`src/rtl/arb_pkg.sv`:
```
// Shared definitions for the round-robin arbiter.
//   ARB_N        : default number of requesters (fixed at 8)
//   ARB_IDXW     : default width of the grant index
//   ARB_MAX_HOLD : default cap on consecutive cycles one grant is held
//                  while another request is pending
//   arb_state_e  : arbiter FSM encoding (IDLE = 0, GRANT = 1)
//   idx_to_onehot: index -> one-hot helper used to build gnt
package arb_pkg;

    localparam int ARB_N        = 8;
    localparam int ARB_IDXW     = 3;
    localparam int ARB_MAX_HOLD = 16;

    typedef enum logic {
        ST_IDLE  = 1'b0,
        ST_GRANT = 1'b1
    } arb_state_e;

    function automatic logic [ARB_N-1:0] idx_to_onehot(input logic [ARB_IDXW-1:0] idx);
        logic [ARB_N-1:0] v;
        v      = '0;
        v[idx] = 1'b1;
        return v;
    endfunction

endpackage

```
`src/rtl/rr_priority_pick.sv`:
```
// Combinational round-robin pick.
// Finds the first request in the order start, start+1, ..., start+N-1
// (mod N), ignoring any bit set in excl.
//   req   : request vector
//   start : highest-priority position for this search
//   excl  : requests to ignore
//   found : at least one eligible request exists
//   idx   : index of the chosen request (don't care when found is low)
module rr_priority_pick
    import arb_pkg::*;
#(
    parameter int N    = ARB_N,
    parameter int IDXW = ARB_IDXW
) (
    input  logic [N-1:0]    req,
    input  logic [IDXW-1:0] start,
    input  logic [N-1:0]    excl,
    output logic            found,
    output logic [IDXW-1:0] idx
);

    logic [N-1:0]    masked;
    logic [2*N-1:0]  dbl;
    logic [N-1:0]    rot;
    logic [IDXW-1:0] off;

    // Rotate so that position 'start' lands on bit 0; doubling the vector
    // lets a plain part-select perform the wrap-around.
    assign masked = req & ~excl;
    assign dbl    = {masked, masked};
    assign rot    = dbl[start +: N];

    // Fixed-priority encode: lowest set bit of the rotated vector wins.
    always_comb begin
        found = 1'b0;
        off   = '0;
        for (int i = N - 1; i >= 0; i--) begin
            if (rot[i]) begin
                found = 1'b1;
                off   = IDXW'(i);
            end
        end
    end

    // Un-rotate. N is a power of two, so IDXW-bit addition wraps mod N.
    assign idx = start + off;

endmodule

```
`src/rtl/rr_arbiter_8.sv`:
```
// Eight-way round-robin arbiter with a hold timer.
// A requester keeps the grant while it holds req high, but once others
// are waiting it is forced off after MAX_HOLD cycles.
//   clk       : rising-edge clock
//   rst_n     : asynchronous active-low reset
//   req       : level request vector
//   gnt       : registered one-hot grant (zero when idle)
//   gnt_idx   : binary index of the owner; holds its value when idle
//   gnt_valid : grant present; also mirrors the FSM state (1 = GRANT)
//   hold_cnt  : cycles the current grant has been held (saturates)
module rr_arbiter_8
    import arb_pkg::*;
#(
    parameter int N        = ARB_N,
    parameter int IDXW     = ARB_IDXW,
    parameter int MAX_HOLD = ARB_MAX_HOLD
) (
    input  logic            clk,
    input  logic            rst_n,
    input  logic [N-1:0]    req,
    output logic [N-1:0]    gnt,
    output logic [IDXW-1:0] gnt_idx,
    output logic            gnt_valid,
    output logic [7:0]      hold_cnt
);

    localparam logic [7:0] HOLD_MAX  = 8'(MAX_HOLD);
    localparam logic [7:0] HOLD_LAST = 8'(MAX_HOLD - 1);

    arb_state_e      state, state_n;
    logic [IDXW-1:0] ptr, ptr_n;
    logic [IDXW-1:0] gnt_idx_n;
    logic [7:0]      hold_n;
    logic [N-1:0]    gnt_n;

    logic            pick_found;
    logic [IDXW-1:0] pick_idx;
    logic            owner_req;
    logic            others_req;
    logic            grant_now;

    // Excluding the current one-hot grant covers every case: when idle gnt
    // is zero, on release the owner's req bit is already low, and on a
    // forced rotation the still-requesting owner must be skipped.
    rr_priority_pick #(
        .N    (N),
        .IDXW (IDXW)
    ) u_pick (
        .req   (req),
        .start (ptr),
        .excl  (gnt),
        .found (pick_found),
        .idx   (pick_idx)
    );

    assign owner_req  = req[gnt_idx];
    assign others_req = |(req & ~gnt);

    always_comb begin
        state_n   = state;
        ptr_n     = ptr;
        gnt_idx_n = gnt_idx;
        hold_n    = hold_cnt;
        grant_now = 1'b0;

        case (state)
            ST_IDLE: begin
                if (pick_found) grant_now = 1'b1;
            end
            ST_GRANT: begin
                if (!owner_req) begin
                    // Release; hand over in the same edge if anyone waits.
                    if (pick_found) begin
                        grant_now = 1'b1;
                    end else begin
                        state_n = ST_IDLE;
                        hold_n  = '0;
                    end
                end else if (!others_req) begin
                    // Sole requester: count up but never force release.
                    if (hold_cnt < HOLD_MAX) hold_n = hold_cnt + 8'd1;
                end else if (hold_cnt < HOLD_LAST) begin
                    hold_n = hold_cnt + 8'd1;
                end else begin
                    // Timeout (also reached when a saturated solo owner
                    // suddenly gets company).
                    grant_now = 1'b1;
                end
            end
            default: state_n = ST_IDLE;
        endcase

        if (grant_now) begin
            state_n   = ST_GRANT;
            gnt_idx_n = pick_idx;
            ptr_n     = pick_idx + IDXW'(1);
            hold_n    = '0;
        end

        gnt_n = (state_n == ST_GRANT) ? idx_to_onehot(gnt_idx_n) : '0;
    end

    always_ff @(posedge clk or negedge rst_n) begin
        if (!rst_n) begin
            state     <= ST_IDLE;
            ptr       <= '0;
            gnt_idx   <= '0;
            hold_cnt  <= '0;
            gnt       <= '0;
            gnt_valid <= 1'b0;
        end else begin
            state     <= state_n;
            ptr       <= ptr_n;
            gnt_idx   <= gnt_idx_n;
            hold_cnt  <= hold_n;
            gnt       <= gnt_n;
            gnt_valid <= (state_n == ST_GRANT);
        end
    end

endmodule
```
`config.mk`:
```
export PLATFORM = sky130hd
export DESIGN_NAME = rr_arbiter_8
export DESIGN_NICKNAME = d
export VERILOG_FILES = /design/src/rtl/arb_pkg.sv /design/src/rtl/rr_priority_pick.sv /design/src/rtl/rr_arbiter_8.sv
export SDC_FILE = /design/constraint.sdc
export NUM_CORES = 1
export LEC_CHECK = 0
export ABC_AREA = 1
export BUFFER_PORTS_ARGS = -buffer_cell sky130_fd_sc_hd__buf_2
export CAP_MARGIN = 20
export CORE_AREA = 2 2 64 66
export DETAILED_ROUTE_END_ITERATION = 16
export DIE_AREA = 0 0 66 68
export PLACE_DENSITY = 0.66
export SETUP_SLACK_MARGIN = 0.15
export SKIP_LAST_GASP = 1
export SYNTH_ARGS = -nofsm -noshare
export SYNTH_HDL_FRONTEND = slang
export SYNTH_SLANG_ARGS = --single-unit
```
`constraint.sdc`:
```
create_clock -name clk -period 3.5 [get_ports clk]
set_clock_uncertainty 0.1 [all_clocks]
set_input_delay 0.35 -clock clk [delete_from_list [all_inputs] [get_ports clk]]
set_output_delay 0.35 -clock clk [all_outputs]
set_load 0.01 [all_outputs]
```
==> results.md, run 1 <==
* Port Buffers at 29
* Vias in the first global route at 1416
* Worst hold path startpoint: hold_cnt[6]$_DFFE_PN0P_
* Peak VDD IR at 0.4759 mV
* Clk slew on worst S/H paths at 0.08 ns
* Pins Over Slew Limit at 0
* Pwr Total at 0.002050 W
* Static Leakage at 1.053 nW
* Synthesized instance count at 235
* Area growth from synthesis to layout at 12.91%
* Pin count of the biggest net entering global routing at 24
* Share of layout cells above drive strength 1 at 27.55%
* Total grt overflow at 0
* R2R Path Start: ptr[0]$_DFFE_PN0N_
* Ports at 30
* Clk sinks at 23
* Flop2flop setup slack at 0.47 ns
* Most frequent cells in the layout: nand2_1 (61), nand3_1 (38), buf_2 (29)
* CTS tree: yes
* Status: completed
* Data arrival time of the worst path at 3.13 ns
* Number of DRC markers in iteration 0 at 136
* Post-Syn Area per Cell at 7.385 µm²
* CP most frequent cell: nand3_1
* WS Path Type: reg2reg
* Max frequency at 0.3297 GHz
* #FFs+latches synth at 23
* Pwr Density at 1046 nW/µm²
* Syn Nets at 249
* Max-Slew Margin vs Limit at 66.37%
* Library cells used by synthesis at 33
* Starting Density at 45.00%
* Row cnt at 23
* Buf+Inv Stages, Crit Path at 3
* Area of the core at 3856 µm²
* DR vias/cell at 4.984
* Via count at 1570
* Num CTS Buffers at 3
* N_diodes at 0
* WHS Endpoint: hold_cnt[6]$_DFFE_PN0P_
* Drt first pass iters at 4
* Max Cap Violations at 0
* Final nets at 280
* Die Wd at 66 µm
* WL final at 3917 µm
* Period utilization at 86.65%
* First-pass GRT wire length at 6375 µm
* Final GP Congestion at 0.8640
* GRT Overall Usage at 18.61%
* Post-CTS Setup Bufs at 0
* Final ANT Viol Nets at 0
* CTS H-tree depth at 1
* Die Area at 4488 µm²
* Setup total negative slack at 0 ns
* Delay-heaviest family, CP: simple AND/OR/NAND/NOR gates
* R2R Path End: gnt[4]$_DFF_PN0_
* Slowest CP cell: dfrtp_2
* Antenna violations before repair at 0
* Final hold viol count at 0
* Crit path time final at 3.033 ns
* Commonest non-fill, non-tap cell in the layout: nand2_1
* FILL cells at 406
* Clock Path Buffers at 2
* Clock Latency Late Sink at 0.26 ns
* RSZ-0062 raised after global routing: no
* Worst r2r path cells at 19
* CP Max Fanout at 11
* CP endpoint kind: flop
* Crit path required time at 3.59 ns
* DRC Markers at 0
* Mapped cell area at 1735 µm²
* Root Buffer: clkbuf_8
* Count of warnings emitted by yosys at 0
* Hold depth at 2
* Startpoint types: flop
* Sequential cell area fraction in the yosys report at 33.17%
* Crit path cell chain: inv_6 > nand3_2 > nand3_1 > nand3_1 > nand2_1 > a31oi_1 > o21ai_0 > nand2_1 > a21boi_0 > ha_1 > inv_1 > fa_1 > xor2_1 > inv_1 > nand3_1 > nand3_2 > nand2_2 > nand2_2 > nor2_1
* Post-DP HPWL at 3102 µm
* Tightest Hold Check Type: reg2reg
* Final setup violation count at 0
* Worst-margin pin slew at 0.5045 ns
* Detailed-route wire length per cell at 12.43 µm
* Die Ht at 68 µm
* Crit-path max cell delay at 0.50 ns
-- through the flow --
step	cell area (µm²)	setup WS [ns]	utilization, %	instances	hold slack (ns)
after CTS	1957	0.3314	50.75	315	0.4279
final	1959	0.4672	50.81	315	0.4242
after global routing	1959	0.1630	50.81	315	0.4597
after global placement	1901	0.4567	49.29	310	0.2479
after floorplan	1735	0.7663	-	235	-0.04559
after detailed placement	1901	0.3636	49.29	310	0.2481
-- cell usage after synthesis --
library cell / instances / area [µm²]
xnor2_1: 1 / 8.760
dfrtp_1: 23 / 575.6
nand3_1: 38 / 190.2
inv_6: 1 / 8.760
nand3_2: 15 / 150.1
xor2_1: 3 / 26.28
buf_2: 1 / 5.000
inv_1: 27 / 101.4
a31oi_1: 1 / 6.260
o21a_4: 1 / 15.01
ha_1: 3 / 37.54
o211ai_2: 1 / 12.51
o21ai_4: 1 / 16.27
buf_6: 4 / 45.04
clkinv_1: 1 / 3.750
nor4_2: 1 / 12.51
nor3_1: 1 / 5.000
nand4_1: 1 / 6.260
o22ai_1: 1 / 6.260
o21ai_0: 8 / 40.04
clkinv_2: 1 / 5.000
o21bai_1: 1 / 7.510
nor2_1: 19 / 71.32
nand2_1: 61 / 229.0
nand2_2: 5 / 31.28
fa_1: 1 / 20.02
o21ai_1: 2 / 10.01
nand2_4: 2 / 22.52
nor2_2: 3 / 18.77
inv_2: 2 / 7.510
o21ai_2: 3 / 26.28
or2_2: 1 / 6.260
a21boi_0: 1 / 7.510
-- report_power, final --
group          total [W]  switching (W)  internal (W)
logic            0.00143       0.000911      0.000517
registers       0.000460       0.000110      0.000349
clock network   0.000162      0.0000829     0.0000793
total            0.00205        0.00110      0.000946
-- flip-flops by register name, indices dropped and copies added, names as in the netlist --
name / flops
gnt: 8
hold_cnt: 8
gnt_idx: 3
ptr: 3
state: 1
-- cell type report --
| cell class | instances | area, µm² | share of cell area [%] |
|---|---|---|---|
| Multi-Input combinational cell | 175 | 983.4 | 50.19 |
| Clock buffer | 3 | 41.29 | 2.107 |
| Sequential cell | 23 | 578.1 | 29.50 |
| Tap cell | 50 | 62.56 | 3.193 |
| Clock inverter | 1 | 5.005 | 0.2554 |
| Inverter | 32 | 126.4 | 6.450 |
| Timing Repair Buffer | 31 | 162.7 | 8.301 |
-- layer usage --
| layer | part of all wire [%] | GRT usage (%) |
|---|---|---|
| met2 | 45 | 29.80 |
| met4 | 1.2 | 6.888 |
| met3 | 3.2 | 1.151 |
| met1 | 51 | 26.67 |
| met5 | 0 | 0 |
-- cells by family after synthesis --
family / after synthesis / share of synthesized area (%)
AOI/OAI and AO/OA: 20 / 8.509
xor gates and xnor gates: 4 / 2.019
adders and majority gates: 4 / 3.317
buffers and inverters: 37 / 10.17
DFF: 23 / 33.16
and+or+nand+nor: 147 / 42.83
-- worst max-delay path by stage --
stage,slack (ns),endpoint,start,cells past startpoint
floorplan,0.77,gnt[6]$_DFF_PN0_,ptr[0]$_DFFE_PN0N_,20
global placement,0.46,gnt[7]$_DFF_PN0_,ptr[0]$_DFFE_PN0N_,18
detailed placement,0.36,gnt[4]$_DFF_PN0_,ptr[0]$_DFFE_PN0N_,18
CTS,0.33,gnt[4]$_DFF_PN0_,ptr[0]$_DFFE_PN0N_,18
global route,0.16,gnt[7]$_DFF_PN0_,ptr[0]$_DFFE_PN0N_,19
finish,0.47,gnt[4]$_DFF_PN0_,ptr[0]$_DFFE_PN0N_,19
-- worst reg2reg max path: cells and delay by family (launching register included) --
family                     cells  cell delay (ns)
xor gates and xnor gates       1             0.21
and+or+nand+nor               10             0.96
adders and majority gates      2             0.55
DFF                            1             0.50
AOI/OAI and AO/OA              3             0.40
buffers and inverters          3             0.23
-- timing repair --
item | in CTS | in global routing
setup endpoints to repair | 0 | 10
hold buffers | 1 | 0
resized for setup | 0 | 2
endpoints found under the hold margin | 23 | 0
No activity file was read; power rests on OpenSTA's default activity.
==> run 2: changes to the inputs <==
==> constraint.sdc (replaced) <==
create_clock -name clk -period 3.5 [get_ports clk]
set_clock_uncertainty 0.1 [all_clocks]
set_input_delay 0.7 -clock clk [delete_from_list [all_inputs] [get_ports clk]]
set_output_delay 0.7 -clock clk [all_outputs]
set_load 0.01 [all_outputs]
==> results.md, run 2 (synthesized netlist as in run 1, its figures left out) <==
* Status: completed
* Num CTS Buffers at 3
* Detailed-route wire length per cell at 12.58 µm
* Root Buffer: clkbuf_8
* Crit-path max cell delay at 0.50 ns
* Final GP Congestion at 0.8524
* Top Registers: gnt (8), hold_cnt (8)
* GRT Overall Usage at 20.01%
* Clock Path Buffers at 2
* Max Cap Violations at 0
* Antenna violations before repair at 0
* Commonest non-fill, non-tap cell in the layout: nand2_1
* Peak VDD IR at 0.4495 mV
* Crit path cell chain: inv_6 > nand3_2 > nand3_1 > nand3_1 > nand2_1 > a31oi_1 > o21ai_0 > nand2_1 > a21boi_1 > ha_1 > inv_1 > fa_1 > xor2_2 > inv_1 > nand3_1 > nand3_2 > nand2_2 > nand2_2 > nor2_1
* Die Ht at 68 µm
* Vias in the first global route at 1521
* Clock Latency Late Sink at 0.27 ns
* Slowest CP cell: dfrtp_2
* Clock power frac at 8.1%
* Drt first pass iters at 4
* CP most frequent cell: nand3_1
* Max-Slew Margin vs Limit at 66.07%
* # hold bufs at CTS at 0
* Share of layout cells above drive strength 1 at 28.57%
* Static Leakage at 1.057 nW
* Final hold viol count at 0
* Util after Layout at 51.23%
* N_diodes at 0
* FILL cells at 404
* Row cnt at 23
* CP endpoint kind: flop
* Final setup violation count at 0
* Period utilization at 85.56%
* Switching power at 0.001133 W
* R2R Path Start: ptr[0]$_DFFE_PN0N_
* CTS tree: yes
* DRC Markers at 0
* Worst r2r path cells at 19
* Area of the core at 3856 µm²
* Port Buffers at 29
* Switching share of power at 53.91%
* Via count at 1589
* Ports at 30
* Final ANT Viol Nets at 0
* Total grt overflow at 0
* Clk slew on worst S/H paths at 0.08 ns
* Most frequent cells in the layout: nand2_1 (61), nand3_1 (38), buf_2 (29)
* Die Area at 4488 µm²
* Starting Density at 45.00%
* CP Max Fanout at 9
* Crit path from: ptr[0]$_DFFE_PN0N_
* Delay-heaviest family, CP: simple AND/OR/NAND/NOR gates
* Die Wd at 66 µm
* Combinational share of power at 69.8%
* Startpoint types: flop
* Stages on the worst setup path at 19
* WL final at 3974 µm
* Tightest Hold Check Type: in2async
* DR vias/cell at 5.028
* Setup total negative slack at 0 ns
* Max frequency at 0.3339 GHz
* RSZ-0062 raised after global routing: no
* Pin count of the biggest net entering global routing at 24
* Number of DRC markers in iteration 0 at 159
* Final nets at 281
* Crit path required time at 3.60 ns
* Clk sinks at 23
* Pins Over Slew Limit at 0
* First-pass GRT wire length at 6844 µm
* CTS H-tree depth at 1
* WS Path Type: reg2reg
* Flop pwr share at 22.1%
* Pwr Density at 1063 nW/µm²
* Area growth from synthesis to layout at 13.84%
* Buf+Inv Stages, Crit Path at 3
* Data arrival time of the worst path at 3.10 ns
* Pwr Total at 0.002101 W
* Post-DP HPWL at 3129 µm
* Crit path time final at 2.995 ns
* Internal power at 0.0009682 W
* Worst-margin pin slew at 0.5089 ns
## run 2: changes by cell type in the layout (fill, tap and decap cells not counted), sizes merged
cell         change
dlygate4sd3      -1
buf              +2
inv              +1
clkinv           -2
clkinvlp         +1
## run 2: worst paths after layout
check	to	slack, ns
hold / removal	hold_cnt[1]$_DFFE_PN0P_	0.29
min in group clk	hold_cnt[6]$_DFFE_PN0P_	0.44
setup reg to reg	gnt[5]$_DFF_PN0_	0.51
setup / recovery	gnt[5]$_DFF_PN0_	0.51
max in group asynchronous	ptr[1]$_DFFE_PN0N_	2.64
hold reg to reg	hold_cnt[6]$_DFFE_PN0P_	0.44
## run 2: repair_timing
item,in CTS,in global routing
setup buffers,0,2
setup endpoints to repair,0,11
gates resized for setup,0,5
hold endpoints to repair,0,0
## run 2: power groups by stage
stage | Sequential (W) | Combinational, W | Clock, W
4_1_cts | 0.000459 | 0.00143 | 0.000175
2_1_floorplan | 0.000418 | 0.00121 | 0
6_report | 0.000464 | 0.00147 | 0.000170
5_1_grt | 0.000477 | 0.00169 | 0.000183
3_3_place_gp | 0.000466 | 0.00142 | 0
3_5_place_dp | 0.000464 | 0.00142 | 0
## run 2: metrics by stage
stage | instances | cell area (µm²) | setup WS [ns] | hold WS, ns
floorplan | 235 | 1735 | 0.6273 | 0.3044
global placement | 310 | 1901 | 0.2416 | 0.4176
detailed placement | 310 | 1901 | 0.1919 | 0.4212
CTS | 314 | 1949 | 0.2615 | 0.3025
global route | 316 | 1976 | 0.1689 | 0.3125
finish | 316 | 1976 | 0.5053 | 0.2876
## run 2: cell type report
type | count | area (µm²) | area share (%)
clock buffer | 3 | 41.29 | 2.090
multi-input combinational | 175 | 991.0 | 50.16
timing repair buffer | 32 | 167.7 | 8.486
sequential | 23 | 578.1 | 29.26
inverter | 32 | 127.6 | 6.460
tap | 50 | 62.56 | 3.167
clock inverter | 1 | 7.507 | 0.3800
## run 2: metal layers
metal	wire, µm	vias up	global-route usage, %
met5	0	-	0
met4	70	0	8.418
met3	195	7	1.480
met2	1790	45	33.84
met1	1918	716	26.67
li1	-	821	-
==> run 3: changes to the inputs <==
CELL_PAD_IN_SITES_DETAIL_PLACEMENT = 0   (was default)
CELL_PAD_IN_SITES_GLOBAL_PLACEMENT = 1   (was default)
CORE_AREA = 2 2 77 64   (was 2 2 64 66)
DIE_AREA = 0 0 79 66   (was 0 0 66 68)
PLACE_DENSITY = 0.77   (was 0.66)
==> results.md, run 3 (synthesized netlist as in run 1, its figures left out) <==
* Die Area at 5214 µm²
* CTS H-tree depth at 1
* Root Buffer: clkbuf_8
* Crit path time final at 3.142 ns
* Util after Layout at 44.36%
* Status: completed
* N_diodes at 0
* Static Leakage at 1.056 nW
* Pins Over Slew Limit at 0
* Peak VDD IR at 0.4831 mV
* Period utilization at 89.77%
* FILL cells at 479
* Most frequent cells in the layout: nand2_1 (61), nand3_1 (38), buf_2 (29)
* Antenna violations before repair at 0
* CP endpoint kind: flop
* # hold bufs at CTS at 0
* First-pass GRT wire length at 6906 µm
* GRT Overall Usage at 17.16%
* Max frequency at 0.3183 GHz
* Final GP Congestion at 0.8960
* Crit path required time at 3.58 ns
* Final hold viol count at 0
* WS Path Type: reg2reg
* CP Max Fanout at 10
* Post-DP HPWL at 3354 µm
* Area of the core at 4459 µm²
* Ports at 30
* Area growth from synthesis to layout at 13.99%
* Die Wd at 79 µm
* Final ANT Viol Nets at 0
* Num CTS Buffers at 3
* Commonest non-fill, non-tap cell in the layout: nand2_1
* Startpoint types: flop
* Clock Latency Late Sink at 0.27 ns
* Vias in the first global route at 1452
* Final setup violation count at 0
* CTS tree: yes
* Max Cap Violations at 0
* Starting Density at 38.92%
* Number of DRC markers in iteration 0 at 148
* Final nets at 281
* Data arrival time of the worst path at 3.22 ns
* Via count at 1559
* Setup total negative slack at 0 ns
* DR vias/cell at 4.782
* Detailed-route wire length per cell at 12.54 µm
* Total grt overflow at 0
* Clk slew on worst S/H paths at 0.09 ns
* Pin count of the biggest net entering global routing at 24
* Die Ht at 66 µm
* RSZ-0062 raised after global routing: no
* Tightest Hold Check Type: in2async
* Worst-margin pin slew at 0.5030 ns
* Row cnt at 22
* WL final at 4087 µm
* Pwr Density at 1059 nW/µm²
* Clock Path Buffers at 2
* DRC Markers at 0
* Share of layout cells above drive strength 1 at 27.82%
* Drt first pass iters at 5
* Max-Slew Margin vs Limit at 66.46%
* Clk sinks at 23
* Top Registers: gnt (8), hold_cnt (8)
* Port Buffers at 29
run 3: timing repair:
action / 4_1_cts / 5_1_grt
buffers inserted: 0 / 1
resized for setup: 0 / 1
endpoints found under the setup margin: 0 / 9
run 3: area by class of cell:
cell class	instances	area, µm²	share of cell area, %
Clock buffer	3	41.29	2.087
Clock inverter	1	7.507	0.3795
Inverter	32	126.4	6.388
Multi-Input combinational cell	175	983.4	49.72
Sequential cell	23	576.8	29.16
Tap cell	60	75.07	3.795
Timing Repair Buffer	32	167.7	8.476
run 3: routing by layer:
layer,global-route usage [%],up-vias,share of wire (%)
li1,-,817,-
met1,26.53,697,54
met2,24.15,39,40
met3,3.142,6,5.1
met4,4.526,0,1.3
met5,0,-,0
run 3: metrics by stage:
step / hold slack (ns) / worst slack [ns] / cell area, µm² / std cells / total power, W
floorplan: 0.3044 / 0.6273 / 1735 / 235 / 0.001630
global placement: 0.4124 / 0.1543 / 1921 / 321 / 0.001924
detailed placement: 0.4172 / 0.1193 / 1921 / 321 / 0.001913
CTS: 0.3114 / 0.2384 / 1969 / 325 / 0.002095
global route: 0.3277 / 0.1576 / 1978 / 326 / 0.002340
finish: 0.2862 / 0.3580 / 1978 / 326 / 0.002095
run 3: worst paths after layout:
check                                   startpoint                       to  slack [ns]  cells past startpoint
max in group asynchronous                    rst_n       ptr[0]$_DFFE_PN0N_        2.65                      1
max                             ptr[0]$_DFFE_PN0N_         gnt[5]$_DFF_PN0_        0.36                     19
min                                          rst_n  hold_cnt[7]$_DFFE_PN0P_        0.29                      1
min reg2reg                hold_cnt[6]$_DFFE_PN0P_  hold_cnt[6]$_DFFE_PN0P_        0.43                      2
min in group clk           hold_cnt[6]$_DFFE_PN0P_  hold_cnt[6]$_DFFE_PN0P_        0.43                      2
max reg2reg                     ptr[0]$_DFFE_PN0N_         gnt[5]$_DFF_PN0_        0.36                     19
run 3: report_power, final:
part,switching [W],total (W),internal [W]
sequential,0.0000981,0.000446,0.000348
clock,0.0000904,0.000171,0.0000806
combinational,0.000949,0.00148,0.000529
run 3: worst max-delay path, stage by stage, from the launching register on:
cell and delay, ns:
dfrtp_2 0.51, inv_6 0.14, nand3_2 0.10, nand3_1 0.10, nand3_1 0.08, nand2_1 0.11
a31oi_1 0.09, o21ai_0 0.15, nand2_1 0.07, a21boi_0 0.18, ha_1 0.17, inv_1 0.04
fa_1 0.37, xor2_1 0.20, inv_1 0.06, nand3_1 0.13, nand3_2 0.13, nand2_2 0.11
nand2_2 0.06, nor2_1 0.15
